`src/rtl/perf_pkg.sv`:
```
// Shared types for the pipeline performance monitor: FSM state encoding and
// the event channel indices used by the core's hazard/control strobes.
package perf_pkg;

    typedef enum logic [1:0] {
        ST_IDLE   = 2'd0,
        ST_RUN    = 2'd1,
        ST_HALTED = 2'd2
    } perf_state_e;

    localparam int EVT_STALL  = 0;
    localparam int EVT_FLUSH  = 1;
    localparam int EVT_RETIRE = 2;
    localparam int EVT_BRANCH = 3;

endpackage

```
`src/rtl/perf_cnt_cell.sv`:
```
// One live counter with sticky overflow flag. Build option PERF_SAT_EN selects
// saturate-at-max; otherwise the counter wraps modulo 2^CNT_W.
module perf_cnt_cell #(
    parameter int CNT_W = 32
) (
    input  logic             clk_i,
    input  logic             rst_n_i,
    input  logic             clr_i,
    input  logic             inc_i,
    output logic [CNT_W-1:0] cnt_o,
    output logic             ovf_o
);

    localparam logic [CNT_W-1:0] ONE = CNT_W'(1);

    logic [CNT_W-1:0] cnt_q, cnt_d;
    logic             ovf_q, ovf_d;

    always_comb begin
        cnt_d = cnt_q;
        ovf_d = ovf_q;
        if (clr_i) begin
            cnt_d = '0;
            ovf_d = 1'b0;
        end else if (inc_i) begin
`ifdef PERF_SAT_EN
            // Hold at all-ones; the first refused increment raises the flag.
            if (&cnt_q) ovf_d = 1'b1;
            else        cnt_d = cnt_q + ONE;
`else
            cnt_d = cnt_q + ONE;
            if (&cnt_q) ovf_d = 1'b1;
`endif
        end
    end

    always_ff @(posedge clk_i or negedge rst_n_i) begin
        if (!rst_n_i) begin
            cnt_q <= '0;
            ovf_q <= 1'b0;
        end else begin
            cnt_q <= cnt_d;
            ovf_q <= ovf_d;
        end
    end

    assign cnt_o = cnt_q;
    assign ovf_o = ovf_q;

endmodule

```
`src/rtl/perf_event_counter.sv`:
```
// Pipeline performance monitor: run-cycle counter plus NUM_EVT event channels,
// cycle-limit halt and 4-phase snapshot readout. Build option: PERF_SAT_EN.
//
//   state   | meaning
//   IDLE    | not counting; counts retained
//   RUN     | cycle counter and enabled events count every edge
//   HALTED  | cycle limit reached; frozen until clr_i
module perf_event_counter
    import perf_pkg::*;
#(
    parameter  int NUM_EVT = 4,
    parameter  int CNT_W   = 32,
    localparam int SEL_W   = $clog2(NUM_EVT + 1)
) (
    input  logic               clk_i,
    input  logic               rst_n_i,
    input  logic               start_i,
    input  logic               clr_i,
    input  logic [CNT_W-1:0]   limit_i,
    input  logic [NUM_EVT-1:0] event_i,
    input  logic               snap_req_i,
    output logic               snap_ack_o,
    input  logic [SEL_W-1:0]   rd_sel_i,
    output logic [CNT_W-1:0]   rd_data_o,
    output logic [NUM_EVT:0]   ovf_o,
    output logic [1:0]         state_o,
    output logic               halt_o
);

    localparam int               NCH     = NUM_EVT + 1;
    localparam logic [CNT_W-1:0] ONE     = CNT_W'(1);
    localparam logic [SEL_W-1:0] SEL_MAX = SEL_W'(NUM_EVT);

    perf_state_e      state_q, state_d;
    logic             ack_q;
    logic [CNT_W-1:0] live [NCH];
    logic [CNT_W-1:0] shadow_q [NCH];
    logic [NCH-1:0]   inc;
    logic             run, capture, lim_hit;

    assign run     = (state_q == ST_RUN);
    assign capture = snap_req_i & ~ack_q;
    assign inc     = {NCH{run}} & {event_i, 1'b1};
    // Halt on the edge whose increment lands exactly on the limit.
    assign lim_hit = (limit_i != '0) && ((live[0] + ONE) == limit_i);

    for (genvar k = 0; k < NCH; k++) begin : g_cell
        perf_cnt_cell #(.CNT_W(CNT_W)) u_cell (
            .clk_i   (clk_i),
            .rst_n_i (rst_n_i),
            .clr_i   (clr_i),
            .inc_i   (inc[k]),
            .cnt_o   (live[k]),
            .ovf_o   (ovf_o[k])
        );
    end

    always_comb begin
        state_d = state_q;
        unique case (state_q)
            ST_IDLE:   if (start_i) state_d = ST_RUN;
            ST_RUN: begin
                if (lim_hit)       state_d = ST_HALTED;
                else if (!start_i) state_d = ST_IDLE;
            end
            ST_HALTED: state_d = ST_HALTED;
            default:   state_d = ST_IDLE;
        endcase
        if (clr_i) state_d = ST_IDLE;
    end

    always_ff @(posedge clk_i or negedge rst_n_i) begin
        if (!rst_n_i) begin
            state_q <= ST_IDLE;
            ack_q   <= 1'b0;
        end else begin
            state_q <= state_d;
            ack_q   <= snap_req_i;
        end
    end

    // Shadows take the pre-edge live values, so a same-edge clear still captures.
    always_ff @(posedge clk_i or negedge rst_n_i) begin
        if (!rst_n_i) begin
            for (int k = 0; k < NCH; k++) shadow_q[k] <= '0;
        end else if (capture) begin
            for (int k = 0; k < NCH; k++) shadow_q[k] <= live[k];
        end
    end

    always_comb begin
        rd_data_o = '0;
        if (rd_sel_i <= SEL_MAX) rd_data_o = shadow_q[rd_sel_i];
    end

    assign snap_ack_o = ack_q;
    assign state_o    = state_q;
    assign halt_o     = (state_q == ST_HALTED);

endmodule

```
`config.mk`:
```
export PLATFORM = sky130hd
export DESIGN_NAME = perf_event_counter
export DESIGN_NICKNAME = d
export VERILOG_FILES = /design/src/rtl/perf_pkg.sv /design/src/rtl/perf_cnt_cell.sv /design/src/rtl/perf_event_counter.sv
export SDC_FILE = /design/constraint.sdc
export NUM_CORES = 1
export LEC_CHECK = 0
export ABC_AREA = 1
export BUFFER_PORTS_ARGS = -buffer_cell sky130_fd_sc_hd__buf_2
export CORE_ASPECT_RATIO = 1.2
export CORE_MARGIN = 4
export CORE_UTILIZATION = 65
export DETAILED_ROUTE_END_ITERATION = 8
export GPL_TIMING_DRIVEN = 0
export PLACE_DENSITY = 0.86
export SYNTH_ARGS = -nofsm -noshare
export SYNTH_HDL_FRONTEND = slang
export SYNTH_SLANG_ARGS = --single-unit
```
`constraint.sdc`:
```
create_clock -name clk_i -period 4.85 [get_ports clk_i]
set_input_delay 0.2425 -clock clk_i [delete_from_list [all_inputs] [get_ports clk_i]]
set_output_delay 0.2425 -clock clk_i [all_outputs]
set_load 0.02 [all_outputs]
```
==> results of run 1 <==
-- final cells by class --
type	count	area (sq um)	share of cell area, %
Buffer	95	377	1.92
Clock buffer	46	998	5.10
Clock inverter	16	253	1.29
Inverter	242	908	4.64
Multi-Input combinational cell	1627	7910	40.4
Sequential cell	328	8210	41.9
Tap cell	335	419	2.14
Timing Repair Buffer	87	510	2.61
-- stage by stage --
stage,setup TNS [ns],setup slack (ns),util (%),instance area (sq um)
2_1_floorplan,0,2.86,-,17400
3_3_place_gp,-835.16,-2.58,69.2,18200
3_5_place_dp,0,1.94,69.4,18300
4_1_cts,0,2.14,74.3,19600
5_1_grt,0,2.02,74.3,19600
6_report,0,2.01,74.3,19600
-- critical path: cells and delay by family --
family	cells	cell delay, ns
and+or+nand+nor	2	0.18
buffers and inverters	5	1.56
AOI/OAI and AO/OA	2	0.61
-- path summary, 6_finish.rpt --
path | startpoint | endpoint | slack, ns | depth (start not counted)
max reg2reg | g_cell[0].u_cell.cnt_o[0] | state_o[0] | 2.21 | 16
max in group asynchronous | rst_n_i | g_cell[0].u_cell.cnt_o[31] | 3.43 | 3
max | rd_sel_i[0] | rd_data_o[12] | 2.01 | 9
min in group asynchronous | rst_n_i | g_cell[2].u_cell.cnt_o[24] | 0.35 | 2
min reg2reg | shadow_q[145] | shadow_q[145] | 0.49 | 2
min | event_i[3] | g_cell[4].u_cell.cnt_o[1] | 0.002 | 3
-- registers in the layout (all words and copies together), names as in the netlist --
signal and flops:
g_cell.u_cell.ovf_o 5, snap_ack_o 1, g_cell.u_cell.cnt_o 160, shadow_q 160, state_o 2
-- layer usage --
metal,vias up,track usage (%),part of all wire (%)
li1,7858,-,-
met1,8220,51.3,38
met2,975,62.1,46
met3,223,5.23,8.6
met4,0,22.9,7.4
met5,-,0,0
-- kinds of logic after synthesis --
family                     synth area share (%)
AOI/OAI and AO/OA                          14.8
muxes                                      1.36
and+or+nand+nor                            27.7
xor gates and xnor gates                   1.24
DFF                                        47.2
buffers and inverters                      7.38
adders and majority gates                 0.360
-- what timing repair did --
action | in CTS | in global routing
hold buffers | 4 | 0
hold endpoints to repair | 99 | 0
buffers inserted | 0 | 0
-- synth_stat cells (3+ instances only) --
cell and number:
a211oi_1 9, nand4_1 27, nand2_1 495, nor3_1 68, nand2_2 11, a21oi_1 113
clkbuf_1 74, nor3b_1 3, a221oi_1 5, inv_2 6, nor4_1 21, buf_1 15
xnor3_1 3, nor2_4 9, o21ai_0 294, a31oi_1 6, nor3_2 4, inv_1 232
o22ai_1 52, o21a_1 7, xor2_1 15, buf_4 5, ha_1 5, nor2_1 271
nor2_2 12, nand3_1 146, dfrtp_1 328, clkinv_1 4, nand3b_1 9, nand3_2 3
mux2_2 21
-- power groups by stage --
| stage | clock network [uW] | logic (uW) | registers [uW] |
|---|---|---|---|
| finish | 2920 | 479 | 2760 |
| global route | 3040 | 510 | 2760 |
| CTS | 2920 | 467 | 2760 |
| detailed placement | 0 | 463 | 2810 |
| global placement | 0 | 452 | 2810 |
| floorplan | 0 | 233 | 2810 |
==> flow_metrics.env, run 1 <==
export IMPL_status="finished clean"
export IMPL_syn_nets=2341
export IMPL_core_sq_um=26400
export IMPL_yosysTopAreaCellShare_pct=47.2
export IMPL_antenna_found_initial=0
export IMPL_power_density_nw_per_um2=314
export IMPL_end_kind="output pin"
export IMPL_worstSkewPairLatency_ns=0.53
export IMPL_p_clk_share_pct=47.4
export IMPL_p_sw_uw=1520
export IMPL_combPwrFrac_pct=7.8
export IMPL_grt_max_degree=119
export IMPL_leakagePower_uw=0.00850
export IMPL_yosysTopAreaCell="dfrtp_1"
export IMPL_max_clock_freq_mhz=353
export IMPL_place_gp_congestion=1.01
export IMPL_cp_max_fo=10
export IMPL_num_vias=17300
export IMPL_max_slew_margin_rel_pct=21.3
export IMPL_die_width_um=157
export IMPL_cts_buffer_depth=3
export IMPL_yosysUniqueCellTypes=44
export IMPL_ys_ff_latch=328
export IMPL_hold_class="in2reg"
export IMPL_grt_use_total_pct=39.1
export IMPL_wl_per_cell_um=20.8
export IMPL_report_power_total_uw=6160
export IMPL_dp_cells=2710
export IMPL_start_kind="input port"
export IMPL_pin_count=85
export IMPL_rows=65
export IMPL_drive_gt1_share_pct=9.18
export IMPL_cts_resized=0
export IMPL_report_final_setup_viol=0
export IMPL_synth_area_per_cell_sq_um=7.59
export IMPL_fin_skew_ns=0.0193
export IMPL_crit_chain="clkbuf_1, inv_1, clkbuf_1, clkbuf_1, nor2_1, o22ai_1, nor2_1, a21oi_1, buf_2"
export IMPL_syn_to_final_growth_pct=12.5
export IMPL_vdd_drop_max_uv=285
export IMPL_dieHeight_um=187
export IMPL_nets=2465
export IMPL_path_clk_slew_ns=0.06
export IMPL_cap_violations=0
export IMPL_ys_warnings_count=0
export IMPL_cts_tree="built"
export IMPL_netlist_area_sq_um=17400
export IMPL_cts_num_sinks=328
export IMPL_synth_area_top_cells="dfrtp_1 47%, nand2_1 11%, o21ai_0 8.5%"
export IMPL_hpwl_mm=43.5
export IMPL_wirelength_mm=57.6
export IMPL_cp_arrival_ns=2.59
export IMPL_first_pass_iters=8
export IMPL_cpMaxStageDelayCell="clkbuf_1"
export IMPL_die_area_sq_um=29500
export IMPL_fillers=2091
export IMPL_cts_root_buf="clkbuf_16"
export IMPL_sw_frac_of_total_pct=24.6
export IMPL_crit_top_cell="clkbuf_1"
export IMPL_synth_edf_count=0
export IMPL_post_drt_via_cell_ratio=6.22
export IMPL_htreeDepth=2
export IMPL_port_buffer_count=81
export IMPL_overflow=0
export IMPL_yosysSeqAreaShare_pct=47.2
export IMPL_numCtsBuffers=35
export IMPL_final_cell_mix="495 x nand2_1, 328 x dfrtp_1, 294 x o21ai_0"
export IMPL_rsz0062_at_grt="no"
export IMPL_hold_violations=0
export IMPL_seq_power_share_pct=44.8
export IMPL_crit_type="in2out"
export IMPL_grt_pass1_vias=16700
export IMPL_mostFrequentLayoutCell="nand2_1"
export IMPL_crit_required_ns=4.61
export IMPL_postRouteAntennaNets=0
export IMPL_p_int_uw=4640
export IMPL_initial_core_util_pct=66.0
export IMPL_drt_iter0_drc=1972
export IMPL_fin_cells=2776
export IMPL_period_share_pct=58.5
export IMPL_remaining_drc_errors=0
export IMPL_postSynthCellCount=2292
export IMPL_synth_flop_cell="dfrtp_1"
export IMPL_max_stage_delay_ns=0.50
export IMPL_period_needed_ns=2.84
export IMPL_drv_slew=0
export IMPL_grt_pass1_wl_mm=89.6
export IMPL_ys_async_sr_fraction_pct=100
export IMPL_n_antenna_cell=0
export IMPL_tightest_slew_ns=1.18
export IMPL_holdWs_ns=0.00181
Power figures use the tool's default switching activity.
==> run 2, diff against run 1 <==
CORE_UTILIZATION = 62   (was 65)
PLACE_DENSITY = 0.82   (was 0.86)
clock period = 3 ns   (was 4.85 ns; I/O delays follow)
==> flow_metrics.env, run 2 (synthesis results as in run 1) <==
export IMPL_report_power_total_uw=9740
export IMPL_status="finished clean"
export IMPL_die_width_um=161
export IMPL_max_slew_margin_rel_pct=16.4
export IMPL_numCtsBuffers=35
export IMPL_cp_arrival_ns=2.53
export IMPL_fin_skew_ns=0.0228
export IMPL_max_clock_freq_mhz=373
export IMPL_drv_slew=0
export IMPL_path_clk_slew_ns=0.06
export IMPL_syn_to_final_growth_pct=12.8
export IMPL_power_density_nw_per_um2=496
export IMPL_cts_root_buf="clkbuf_16"
export IMPL_crit_path_start="rd_sel_i[0]"
export IMPL_worstSkewPairLatency_ns=0.53
export IMPL_period_share_pct=89.3
export IMPL_cts_buffer_depth=3
export IMPL_first_pass_iters=7
export IMPL_hold_class="in2reg"
export IMPL_report_final_setup_viol=0
export IMPL_min_from="event_i[0]"
export IMPL_wirelength_mm=58.5
export IMPL_post_drt_via_cell_ratio=6.05
export IMPL_postRouteAntennaNets=0
export IMPL_drive_gt1_share_pct=9.16
export IMPL_drt_iter0_drc=2026
export IMPL_dieHeight_um=192
export IMPL_post_cts_buffers=0
export IMPL_period_needed_ns=2.68
export IMPL_htreeDepth=2
export IMPL_tightest_slew_ns=1.25
export IMPL_cts_tree="built"
export IMPL_hpwl_mm=44.4
export IMPL_place_ws_ns=0.0763
export IMPL_overflow=0
export IMPL_rows=66
export IMPL_core_sq_um=27400
export IMPL_antenna_found_initial=1
export IMPL_initial_core_util_pct=63.5
export IMPL_grt_max_degree=119
export IMPL_cap_violations=0
export IMPL_final_cell_mix="495 x nand2_1, 328 x dfrtp_1, 294 x o21ai_0"
export IMPL_crit_chain="clkbuf_1, inv_1, clkbuf_1, clkbuf_1, nor2_1, o22ai_1, nor2_1, a21oi_1, buf_2"
export IMPL_remaining_drc_errors=0
export IMPL_leakagePower_uw=0.00848
export IMPL_fillers=2290
export IMPL_nets=2468
export IMPL_cp_max_fo=10
export IMPL_cpMaxStageDelayCell="clkbuf_1"
export IMPL_end_kind="output pin"
export IMPL_setup_slack_ns=0.320
export IMPL_fin_cells=2821
export IMPL_mostFrequentLayoutCell="nand2_1"
export IMPL_wl_per_cell_um=20.7
export IMPL_hold_buffers=6
export IMPL_num_vias=17100
export IMPL_grt_use_total_pct=38.0
export IMPL_dp_cells=2750
export IMPL_port_buffer_count=81
export IMPL_cts_resized=0
export IMPL_start_kind="input port"
export IMPL_fin_area_sq_um=19600
export IMPL_die_area_sq_um=30800
export IMPL_pin_count=85
export IMPL_post_dp_cell_area_sq_um=18400
export IMPL_grt_pass1_wl_mm=90.6
export IMPL_hold_violations=0
export IMPL_cts_num_sinks=328
export IMPL_rsz0062_at_grt="no"
export IMPL_crit_type="in2out"
export IMPL_place_gp_congestion=0.977
export IMPL_crit_required_ns=2.85
export IMPL_fin_util_pct=71.6
export IMPL_grt_pass1_vias=16300
export IMPL_vdd_drop_max_uv=514
export IMPL_reg2reg_from="g_cell[0].u_cell.cnt_o[0]"
export IMPL_max_stage_delay_ns=0.49
export IMPL_crit_top_cell="clkbuf_1"
## run 2: final timing paths
path	endpoint	slack (ns)	cells past startpoint
hold / removal	g_cell[1].u_cell.cnt_o[2]	0.1	5
hold reg to reg	g_cell[4].u_cell.cnt_o[2]	0.48	1
setup reg to reg	state_o[0]	0.33	16
setup / recovery	rd_data_o[15]	0.32	9
min in group asynchronous	shadow_q[110]	0.15	2
max in group asynchronous	g_cell[0].u_cell.cnt_o[20]	1.69	4
## run 2: stage by stage
| stage | hold WS [ns] | setup TNS, ns |
|---|---|---|
| 3_3_place_gp | 0.273 | -1422.61 |
| 3_5_place_dp | 0.123 | 0 |
| 4_1_cts | 0.0753 | 0 |
| 5_1_grt | 0.123 | 0 |
| 6_report | 0.0999 | 0 |
| 2_1_floorplan | -0.146 | 0 |
## run 2: per-layer routing
metal	vias to the layer above	share of wire (%)	wire, um	global-route usage, %
li1	7861	-	-	-
met1	8153	39	23000	49.5
met5	-	0.024	14	0
met4	2	6.3	3690	20.0
met2	874	46	27100	62.2
met3	189	8.1	4730	5.52
## run 2: final cells by class
cell class,count,area (sq um),share of cell area [%]
multi-input cells,1627,7910,40.3
clock buffers,53,1060,5.42
repair buffers,90,558,2.84
clock inverters,11,134,0.682
flip-flops and latches,328,8210,41.8
inverters,242,908,4.63
plain buffers,95,377,1.92
well taps,374,468,2.38
diodes,1,2.50,0.0127
## run 2: worst max-delay path: cells and delay by family
family                 cells  cell delay [ns]
AND/OR/NAND/NOR            2             0.21
AO/OA/AOI/OAI              2             0.62
buffers and inverters      5             1.55
## run 2: power breakdown
part	total [uW]	switching (uW)	internal (uW)
Combinational	787	596	191
Clock	4500	1850	2650
Sequential	4460	15.8	4440
Total	9740	2470	7280
